**config.mk**
```make
export PLATFORM = sky130hd
export DESIGN_NAME = shift_frame_receiver
export DESIGN_NICKNAME = d
export VERILOG_FILES = /design/src/rtl/shift_frame_receiver.sv
export SDC_FILE = /design/constraint.sdc
export NUM_CORES = 1
export LEC_CHECK = 0
export BUFFER_PORTS_ARGS = -buffer_cell sky130_fd_sc_hd__buf_2
export CELL_PAD_IN_SITES_DETAIL_PLACEMENT = 0
export CELL_PAD_IN_SITES_GLOBAL_PLACEMENT = 1
export CORE_UTILIZATION = 39
export CTS_CLUSTER_SIZE = 24
export DETAILED_ROUTE_END_ITERATION = 16
export GPL_TIMING_DRIVEN = 1
export PLACE_DENSITY = 0.78
export RECOVER_POWER = 50
export SLEW_MARGIN = 20
export SYNTH_ARGS = -nofsm -noshare
export SYNTH_HDL_FRONTEND = slang
export SYNTH_SLANG_ARGS = --single-unit
```
**constraint.sdc**
```tcl
create_clock -name CLK -period 1.6 [get_ports CLK]
set_input_delay 0.32 -clock CLK [delete_from_list [all_inputs] [get_ports CLK]]
set_output_delay 0.32 -clock CLK [all_outputs]
set_load 0.01 [all_outputs]
```
**src/rtl/shift_frame_receiver.sv**
```systemverilog
// Serial frame receiver: start bit, WIDTH data bits (LSB- or MSB-first), optional
// even parity, stop bit. All state advances on the falling edge of CLK.
module shift_frame_receiver #(
  parameter int WIDTH     = 4,
  parameter bit PARITY_EN = 1'b1
) (
  input  logic             CLK,
  input  logic             RES,
  input  logic             si,
  input  logic             en,
  input  logic             dir,
  input  logic             rd_ack,
  output logic [WIDTH-1:0] dout,
  output logic             valid,
  output logic             par_err,
  output logic             frm_err,
  output logic             overrun,
  output logic             busy
);

  localparam int CNT_W = $clog2(WIDTH + 1);

  typedef enum logic [1:0] {IDLE, DATA, PARITY, STOP} state_t;

  state_t           state, state_nx;
  logic [CNT_W-1:0] cnt;
  logic [WIDTH-1:0] sh;
  logic             dir_q;
  logic             par_bit;
  logic             start_bit, shift_bit, good_stop, bad_stop;

  function automatic logic parity_err(input logic [WIDTH-1:0] d, input logic p);
    return PARITY_EN ? ((^d) ^ p) : 1'b0;
  endfunction

  // dir=0 fills from the top and shifts right; dir=1 fills from bit 0 and shifts left
  function automatic logic [WIDTH-1:0] shift_in(input logic [WIDTH-1:0] d,
                                                input logic b, input logic msb_first);
    return msb_first ? {d[WIDTH-2:0], b} : {b, d[WIDTH-1:1]};
  endfunction

  always_ff @(negedge CLK or negedge RES) begin
    if (!RES) state <= IDLE;
    else      state <= state_nx;
  end

  always_comb begin
    state_nx  = state;
    start_bit = 1'b0;
    shift_bit = 1'b0;
    good_stop = 1'b0;
    bad_stop  = 1'b0;
    if (en) begin
      case (state)
        IDLE: begin
          if (!si) begin
            start_bit = 1'b1;
            state_nx  = DATA;
          end
        end
        DATA: begin
          shift_bit = 1'b1;
          if (cnt == CNT_W'(WIDTH - 1)) state_nx = PARITY_EN ? PARITY : STOP;
        end
        PARITY: state_nx = STOP;
        STOP: begin
          good_stop = si;
          bad_stop  = !si;
          state_nx  = IDLE;
        end
        default: state_nx = IDLE;
      endcase
    end
  end

  // Frame assembly: bit order is frozen at the start bit
  always_ff @(negedge CLK or negedge RES) begin
    if (!RES) begin
      cnt     <= '0;
      sh      <= '0;
      dir_q   <= 1'b0;
      par_bit <= 1'b0;
    end else begin
      if (start_bit) begin
        cnt   <= '0;
        sh    <= '0;
        dir_q <= dir;
      end else if (shift_bit) begin
        cnt <= cnt + 1'b1;
        sh  <= shift_in(sh, si, dir_q);
      end
      if (en && state == PARITY) par_bit <= si;
    end
  end

  // Delivery: a new word always wins over an acknowledge on the same edge
  always_ff @(negedge CLK or negedge RES) begin
    if (!RES) begin
      dout    <= '0;
      valid   <= 1'b0;
      par_err <= 1'b0;
      frm_err <= 1'b0;
      overrun <= 1'b0;
    end else begin
      frm_err <= bad_stop;
      if (good_stop) begin
        dout    <= sh;
        valid   <= 1'b1;
        par_err <= parity_err(sh, par_bit);
        overrun <= valid & ~rd_ack;
      end else if (rd_ack && valid) begin
        valid   <= 1'b0;
        overrun <= 1'b0;
      end
    end
  end

  assign busy = (state != IDLE);

endmodule

```
After elaboration in Yosys (flattened, before gate mapping)
Cells that the tools add are included.
{ "totals": {"ff_bits": 19, "latchBits": 0, "ramBits": 0, "rom_bits": 0, "input_bits": 6, "output_inout_bits": 9, "wordCells": 49, "memories": 0} }
{ "op_classes": {"n_addsub": 1, "mul": 0, "n_div": 0, "n_lt_le_gt_ge": 0, "eq_ne": 6, "n_shift": 0, "mux": 20, "n_bitwise": 3, "n_reduce_logical": 9} }
{ "ops": {"columns": ["operator", "count"], "rows": [
  ["2-to-1 mux 1 bit", 12],
  ["2-to-1 mux 4 bit", 3],
  ["one-hot mux 2 bit (4 select lines)", 1],
  ["2-to-1 mux 3 bit", 2],
  ["nonzero test 2 bit", 3],
  ["== test 2 bit (second input constant)", 2],
  ["2-to-1 mux 2 bit", 2],
  ["inequality test 2 bit (second input constant)", 2],
  ["XOR reduction 4 bit", 1],
  ["adder 3 x 1 -> 3 bit (second input constant)", 1],
  ["== test 3 x 2 -> 1 bit (second input constant)", 1],
  ["AND reduction 3 bit", 1],
  ["== test 2 x 1 -> 1 bit (second input constant)", 1],
  ["logical AND 1 bit", 2],
  ["zero test 2 bit", 1],
  ["bitwise AND 1 bit", 1],
  ["zero test 1 bit", 1],
  ["NOT 1 bit", 1],
  ["XOR 1 bit", 1]
]} }

Logic depth before layout (Yosys ltp)
Gate-level depths: netlist of run 1.
{ "depth": {"ltp_word": 5, "mapped_depth": 6, "depth_no_buf": 5} }

==> metrics.cfg, run 1 <==
[setup_path]
critPathMaxFanout = 2
r2r-end = state[1]
cp_num_buf_inv = 3
rrSetupSlack_ps = -10
reg2reg_from = state[1]
path_cells = inv_2 -> ha_4 -> inv_2 -> buf_6
reg2regPathDepth = 5
worstSetupEndpointType = output pin
critical-path-top-delay-family = flip-flops
slowest_stage = dfrtn_1
critPathMostFrequentCell = inv_2
cp.arrival_ps = 1900
startpoint_type = flip-flop
cp.required_ps = 1280
critical_path.max_stage_delay_ps = 440
timing_worst_setup_path_type = flip-flop to output pin

[sta]
setup_slack_ps = -617.6
setup_viol = 19
rsz0062_at_grt = true
hold_viol = 0
worst_slew_pin_slew_ps = 472.8
relSlewSlack_pct = 68.48
fin_worst_skew_ps = 7.747
finalSetupTns_ps = -3758
timing.hold.ws_ps = 435.9
finalMaxSlewViolations = 0

[floorplanning]
io_pins = 15
row_count = 17
fp.dieH_um = 51.41
core_area_um2 = 2255
die_w_um = 51.41
die_area_um2 = 2643
start_util_pct = 42.23

[layout]
final_cell_mix = dfrtn_1, buf_4, buf_2
drive_gt1_share_pct = 58.04
final_util_pct = 60.65
fillCellCount = 194
antenna_cells = 0
multi_input_area_um2 = 535.5
final_common_cell = dfrtn_1
seqCellArea_um2 = 475.5
syn_to_final_growth_pct = 43.63
final_cell_count_no_fill = 140
nets = 125

[clock_tree]
clockBufferDepth = 2
cts_htree_levels = 1
cts_sinks = 19
insertion_delay_ps = 300
cts_hold_buf = 0
clkTransAtPathRegs_ps = 80
numCtsBuffers = 3
cts_root_buf = clkbuf_4
cts_tree = done

[global_route]
gr-total-overflow = 0
grt_usage_pct = 16.02
grt_pass1_wl_mm = 3.022
grt_pass1_vias = 684
grt_max_degree = 20
antenna_found_initial = 0

[routing]
drt_wl_total_mm = 1.947
drt_iter0_drc = 10
drc = 0
dr.pass1.iters = 4
ant_nets = 0
wl_per_cell_um = 13.91
via_count = 700
via_per_inst = 5.000

[place]
placed_cells = 126
dpl.hpwl_mm = 1.246
port_buffers = 14
gp_congestion = 0.7327

[outcome]
violations = negative setup slack
status = finished, violations left

[yosys]
synthesis.area_um2 = 952.2
synth_warnings = 0
ys_ff_latch = 19
synth.largest_area_cell = dfrtn_1
async_flop_share_pct = 100.0
syn_nets = 89
synth.distinct_cells = 23
synth-edff-count = 0
synth-seq-area-share_pct = 49.93
synth_top_area_share_pct = 49.93
synth_area_leaders = dfrtn_1, ha_1, mux2_2
synth_cells = 77
ys.flop_type = dfrtn_1
syn_avg_cell_area_um2 = 12.37

[power]
leakagePower_nw = 0.6542
peakVddDrop_mv = 1.358
power_density_nw_per_um2 = 1979

[min_path]
whs_path_depth = 2
holdCritStartpoint = par_err
hold_class = flip-flop to flip-flop
holdPathEnd = par_err

[flow_run]
max_cap_viol_count = 0

[how the worst max path moves through the flow]
stage / from / end / slack [ps] / depth (start not counted)
detailed placement: si / state[1] / -510 / 3
floorplan: si / state[1] / -410 / 3
CTS: state[0] / busy / -630 / 4
finish: state[0] / busy / -620 / 4
global route: state[0] / busy / -670 / 4
global placement: si / state[1] / -490 / 3
[layout make-up]
cell class / instances / share of cell area, %
clock buffer: 3 / 1.647
timing repair buffer: 33 / 19.03
inverter: 7 / 2.470
clock inverter: 1 / 0.3660
tap: 28 / 2.562
sequential: 19 / 34.77
multi-input combinational: 49 / 39.16
[synthesized netlist by cell type (all sizes together), types with 2 or more instances]
cell / instances
dfrtn: 19
nor2: 8
inv: 7
mux2: 7
ha: 6
mux2i: 6
a211oi: 5
xnor2: 3
a21oi: 2
buf: 2
nand2: 2
o21ai: 2
[power breakdown]
part	leakage, nW	total [mW]	switching (mW)	internal (mW)
combinational	0.403	1.54	0.634	0.905
clock	0.0177	0.250	0.157	0.0933
sequential	0.233	0.917	0.194	0.723
[sequential cells by signal, indices dropped and copies added (netlist names)]
register  flops
cnt           3
dir_q         1
sh            4
frm_err       1
state         2
valid         1
overrun       1
dout          4
par_bit       1
par_err       1
[worst register-to-register path, delay by kind of cell, from the launching register on]
| family | cells | cell delay (ps) |
|---|---|---|
| muxes | 1 | 320 |
| buffers and inverters | 2 | 180 |
| AOI/OAI and AO/OA | 1 | 280 |
| adders and majority gates | 1 | 260 |
| DFF | 1 | 430 |
[what timing repair did]
| action | CTS | global route |
|---|---|---|
| setup buffers | 5 | 4 |
| pin swaps | 2 | 1 |
| resized for setup | 14 | 18 |
| setup endpoints to repair | 15 | 18 |
| cloned | 0 | 1 |
[routing by layer]
layer | GRT usage (%) | wire [um] | vias up
li1 | - | - | 339
met4 | 2.703 | 13 | 0
met1 | 17.35 | 814 | 345
met3 | 6.548 | 89 | 2
met2 | 29.22 | 1029 | 14
met5 | 0 | 0 | -
[kinds of logic (layout without fill, tap and decap cells)]
| kind of cell | count (synthesis) | after routing | synth area share [%] |
|---|---|---|---|
| buf+inv | 10 | 44 | 5.255 |
| compound gates | 11 | 11 | 8.542 |
| simple gates | 14 | 15 | 8.280 |
| flops | 19 | 19 | 49.93 |
| mux | 13 | 13 | 14.98 |
| fa+ha+maj | 6 | 6 | 7.884 |
| xor+xnor | 4 | 4 | 5.125 |
[through the flow]
stage | area (um^2) | power (mW) | setup WS (ps)
after detailed placement | 1117 | 2.038 | -505.6
after CTS | 1257 | 2.466 | -627.4
final | 1368 | 2.706 | -617.6
after global placement | 1117 | 1.993 | -486.5
after floorplan | 968.4 | 1.667 | -405.3
after global routing | 1368 | 2.906 | -666.1
(Power assumes the default switching activity.)
==> inputs of run 2 (changes only) <==
- ABC_AREA: default -> 1
- CELL_PAD_IN_SITES_DETAIL_PLACEMENT: 0 -> default
- CELL_PAD_IN_SITES_GLOBAL_PLACEMENT: 1 -> default
- CORE_UTILIZATION: 39 -> 48
- PLACE_DENSITY: 0.78 -> 0.77
==> run 2 against run 1 <==
Against the previous run:
- power down 16%
- die area down 19%
- hold slack got worse by 11 ps
- combinational power is 24% lower
- routed wire length rose by 1.3%
- first-iteration DRC count rose to 3.9 times the previous value
- via count is 23% higher
- register-to-register slack better by 30 ps
- setup slack better by 22 ps
- the flow still finishes with violations (negative setup slack)
==> metrics.cfg, run 2 <==
[outcome]
status = finished, violations left
violations = negative setup slack

[layout]
final_util_pct = 69.82  ; +9.2 points
drive_gt1_share_pct = 33.10  ; -25 points
final_common_cell = nand2_1
top_regs = dout (4), sh (4), cnt (3)
final_cell_count_no_fill = 170  ; +21%
syn_to_final_growth_pct = 32.31
final_cell_mix = nand2_1, dfrtn_1, buf_4
nets = 158  ; +26%
antenna_cells = 0  ; unchanged

[place]
dpl.hpwl_mm = 1.297  ; +4.1%
gp_congestion = 0.8866  ; +21%
port_buffers = 14  ; unchanged
placed_cells = 158  ; +25%

[sta]
setup_viol = 9  ; -10
fin_worst_skew_ps = 2.368  ; -5.379 ps
setup_slack_ps = -596.0  ; +21.65 ps
relSlewSlack_pct = 68.85  ; +0.36 points
rsz0062_at_grt = true
worst_slew_pin_slew_ps = 467.3  ; -5.466 ps
finalMaxSlewViolations = 0  ; unchanged
hold_viol = 0  ; unchanged

[yosys]
syn_avg_cell_area_um2 = 8.401  ; -32%
synth_area_leaders = dfrtn_1, nand2_1, ha_1
synth_top_area_share_pct = 50.53  ; +0.60 points
synth_warnings = 0  ; unchanged
synth-edff-count = 0  ; unchanged
synth-seq-area-share_pct = 50.53  ; +0.60 points
async_flop_share_pct = 100.0  ; unchanged
synth_top_cells_by_count = nand2_1, dfrtn_1, inv_1, o21ai_0, a21oi_1
syn_nets = 124  ; +39%
synth_cells = 112  ; +45%
synth_most_common_cell = nand2_1
synth.distinct_cells = 14  ; -39%
synthesis.area_um2 = 940.9  ; -1.2%
synth.largest_area_cell = dfrtn_1
ys.flop_type = dfrtn_1
ys_ff_latch = 19  ; unchanged

[setup_path]
reg2reg_from = state[0]
critPathMaxFanout = 2  ; unchanged
cp.required_ps = 1280  ; about the same
critPathMostFrequentCell = inv_2
startpoint_type = flip-flop
reg2regPathDepth = 9  ; +4
cp_num_buf_inv = 3  ; unchanged
path_cells = inv_2 -> ha_4 -> inv_2 -> buf_6
slowest_stage = dfrtn_1
cp.arrival_ps = 1880  ; -20 ps
cp.depth = 4  ; unchanged
timing_worst_setup_path_type = flip-flop to output pin
critical_path.max_stage_delay_ps = 440  ; about the same
startpoint = state[1]
worstSetupEndpointType = output pin
critical-path-top-delay-family = flip-flops

[global_route]
grt_usage_pct = 19.72  ; +3.7 points
gr-total-overflow = 0  ; unchanged
grt_pass1_wl_mm = 2.925  ; -3.2%
antenna_found_initial = 0  ; unchanged
grt_pass1_vias = 720  ; +5.3%
grt_max_degree = 20  ; unchanged

[power]
peakVddDrop_mv = 1.106  ; -19%
leakagePower_nw = 0.6696  ; +2.4%
power_density_nw_per_um2 = 1825  ; -7.8%

[routing]
wl_per_cell_um = 11.61  ; -17%
via_per_inst = 5.059  ; +1.2%
dr.pass1.iters = 4  ; unchanged
drc = 0  ; unchanged
drt_iter0_drc = 39  ; +29
via_count = 860  ; +23%
ant_nets = 0  ; unchanged
drt_wl_total_mm = 1.973  ; +1.3%

[floorplanning]
io_pins = 15  ; unchanged
row_count = 15  ; -2
fp.dieH_um = 46.28  ; -10%
die_area_um2 = 2141  ; -19%
start_util_pct = 52.77  ; +11 points
core_area_um2 = 1783  ; -21%
die_w_um = 46.28  ; -10%

[min_path]
hold_class = flip-flop to flip-flop
whs_path_depth = 2  ; unchanged
holdCritStartpoint = par_err

[clock_tree]
cts_hold_buf = 0  ; unchanged
cts_tree = done
numCtsBuffers = 3  ; unchanged
cts_htree_levels = 1  ; unchanged
cts_root_buf = clkbuf_4
clockBufferDepth = 2  ; unchanged
insertion_delay_ps = 290  ; about the same
clkTransAtPathRegs_ps = 70  ; about the same
cts_sinks = 19  ; unchanged

[flow_run]
max_cap_viol_count = 0  ; unchanged

## run 2: changes by cell type after synthesis, sizes merged, moves of 4 or more
cell and change:
a21oi +8, o21ai +11, nand2 +28, a211oi -4, inv +7, nand3 +7, mux2 -7, mux2i -6
## run 2: report_power, final
part / total (mW) / leakage (nW) / switching, mW / internal, mW
Clock: 0.239 / 0.0150 / 0.142 / 0.0969
Combinational: 1.17 / 0.410 / 0.596 / 0.579
Sequential: 0.858 / 0.244 / 0.169 / 0.689
## run 2: cells by family after synthesis
| group | after synthesis | synth area share (%) |
|---|---|---|
| AO/OA/AOI/OAI | 24 | 13.56 |
| XOR/XNOR | 3 | 2.793 |
| adder cells (fa/ha/maj) | 6 | 7.979 |
| buffers and inverters | 16 | 6.515 |
| flip-flops | 19 | 50.53 |
| AND/OR/NAND/NOR | 44 | 18.62 |
## run 2: cell type report
class | count | area (um^2)
clock buffers | 4 | 26.28
repair buffers | 31 | 203.9
multi-input cells | 77 | 455.4
well taps | 25 | 31.28
inverters | 14 | 52.55
flip-flops and latches | 19 | 475.5
fillers | 136 | 538.0
## run 2: what timing repair did
action,4_1_cts,5_1_grt
gates resized for setup,2,10
setup endpoints to repair,11,18
pin swaps,1,1
cloned,0,0
buffers inserted,6,2
## run 2: per-layer routing
layer | up-vias | routed length, um | track usage (%)
met2 | 36 | 969 | 34.65
met3 | 4 | 82 | 4.314
met5 | - | 0 | 0
met4 | 0 | 35 | 11.76
li1 | 427 | - | -
met1 | 393 | 886 | 21.38
## run 2: worst paths after layout
| check | end | slack, ps |
|---|---|---|
| worst max-delay path | busy | -600 |
| worst min-delay path | par_err | 420 |
| worst max register to register | state[0] | 20 |
| worst min register to register | par_err | 420 |
| max in group asynchronous | par_err | 600 |
| min in group asynchronous | frm_err | 650 |
## run 2: per-stage QoR
step	power, mW	TNS (ps)	setup WS (ps)	instance area [um^2]	hold WS [ps]
final	2.271	-3329	-596.0	1245	424.5
after global routing	2.453	-3762	-626.4	1245	458.4
after CTS	2.156	-3349	-583.2	1202	427.2
after detailed placement	1.798	-4774	-322.8	1121	424.7
after global placement	1.750	-4404	-303.7	1121	418.2
after floorplan	1.474	-420.4	-223.1	967.2	454.4
## run 2: tightest hold or removal path, stage by stage, from the launching register on
cell and delay, ps:
dfrtn_1 410, nand2_1 50, nand2_1 60
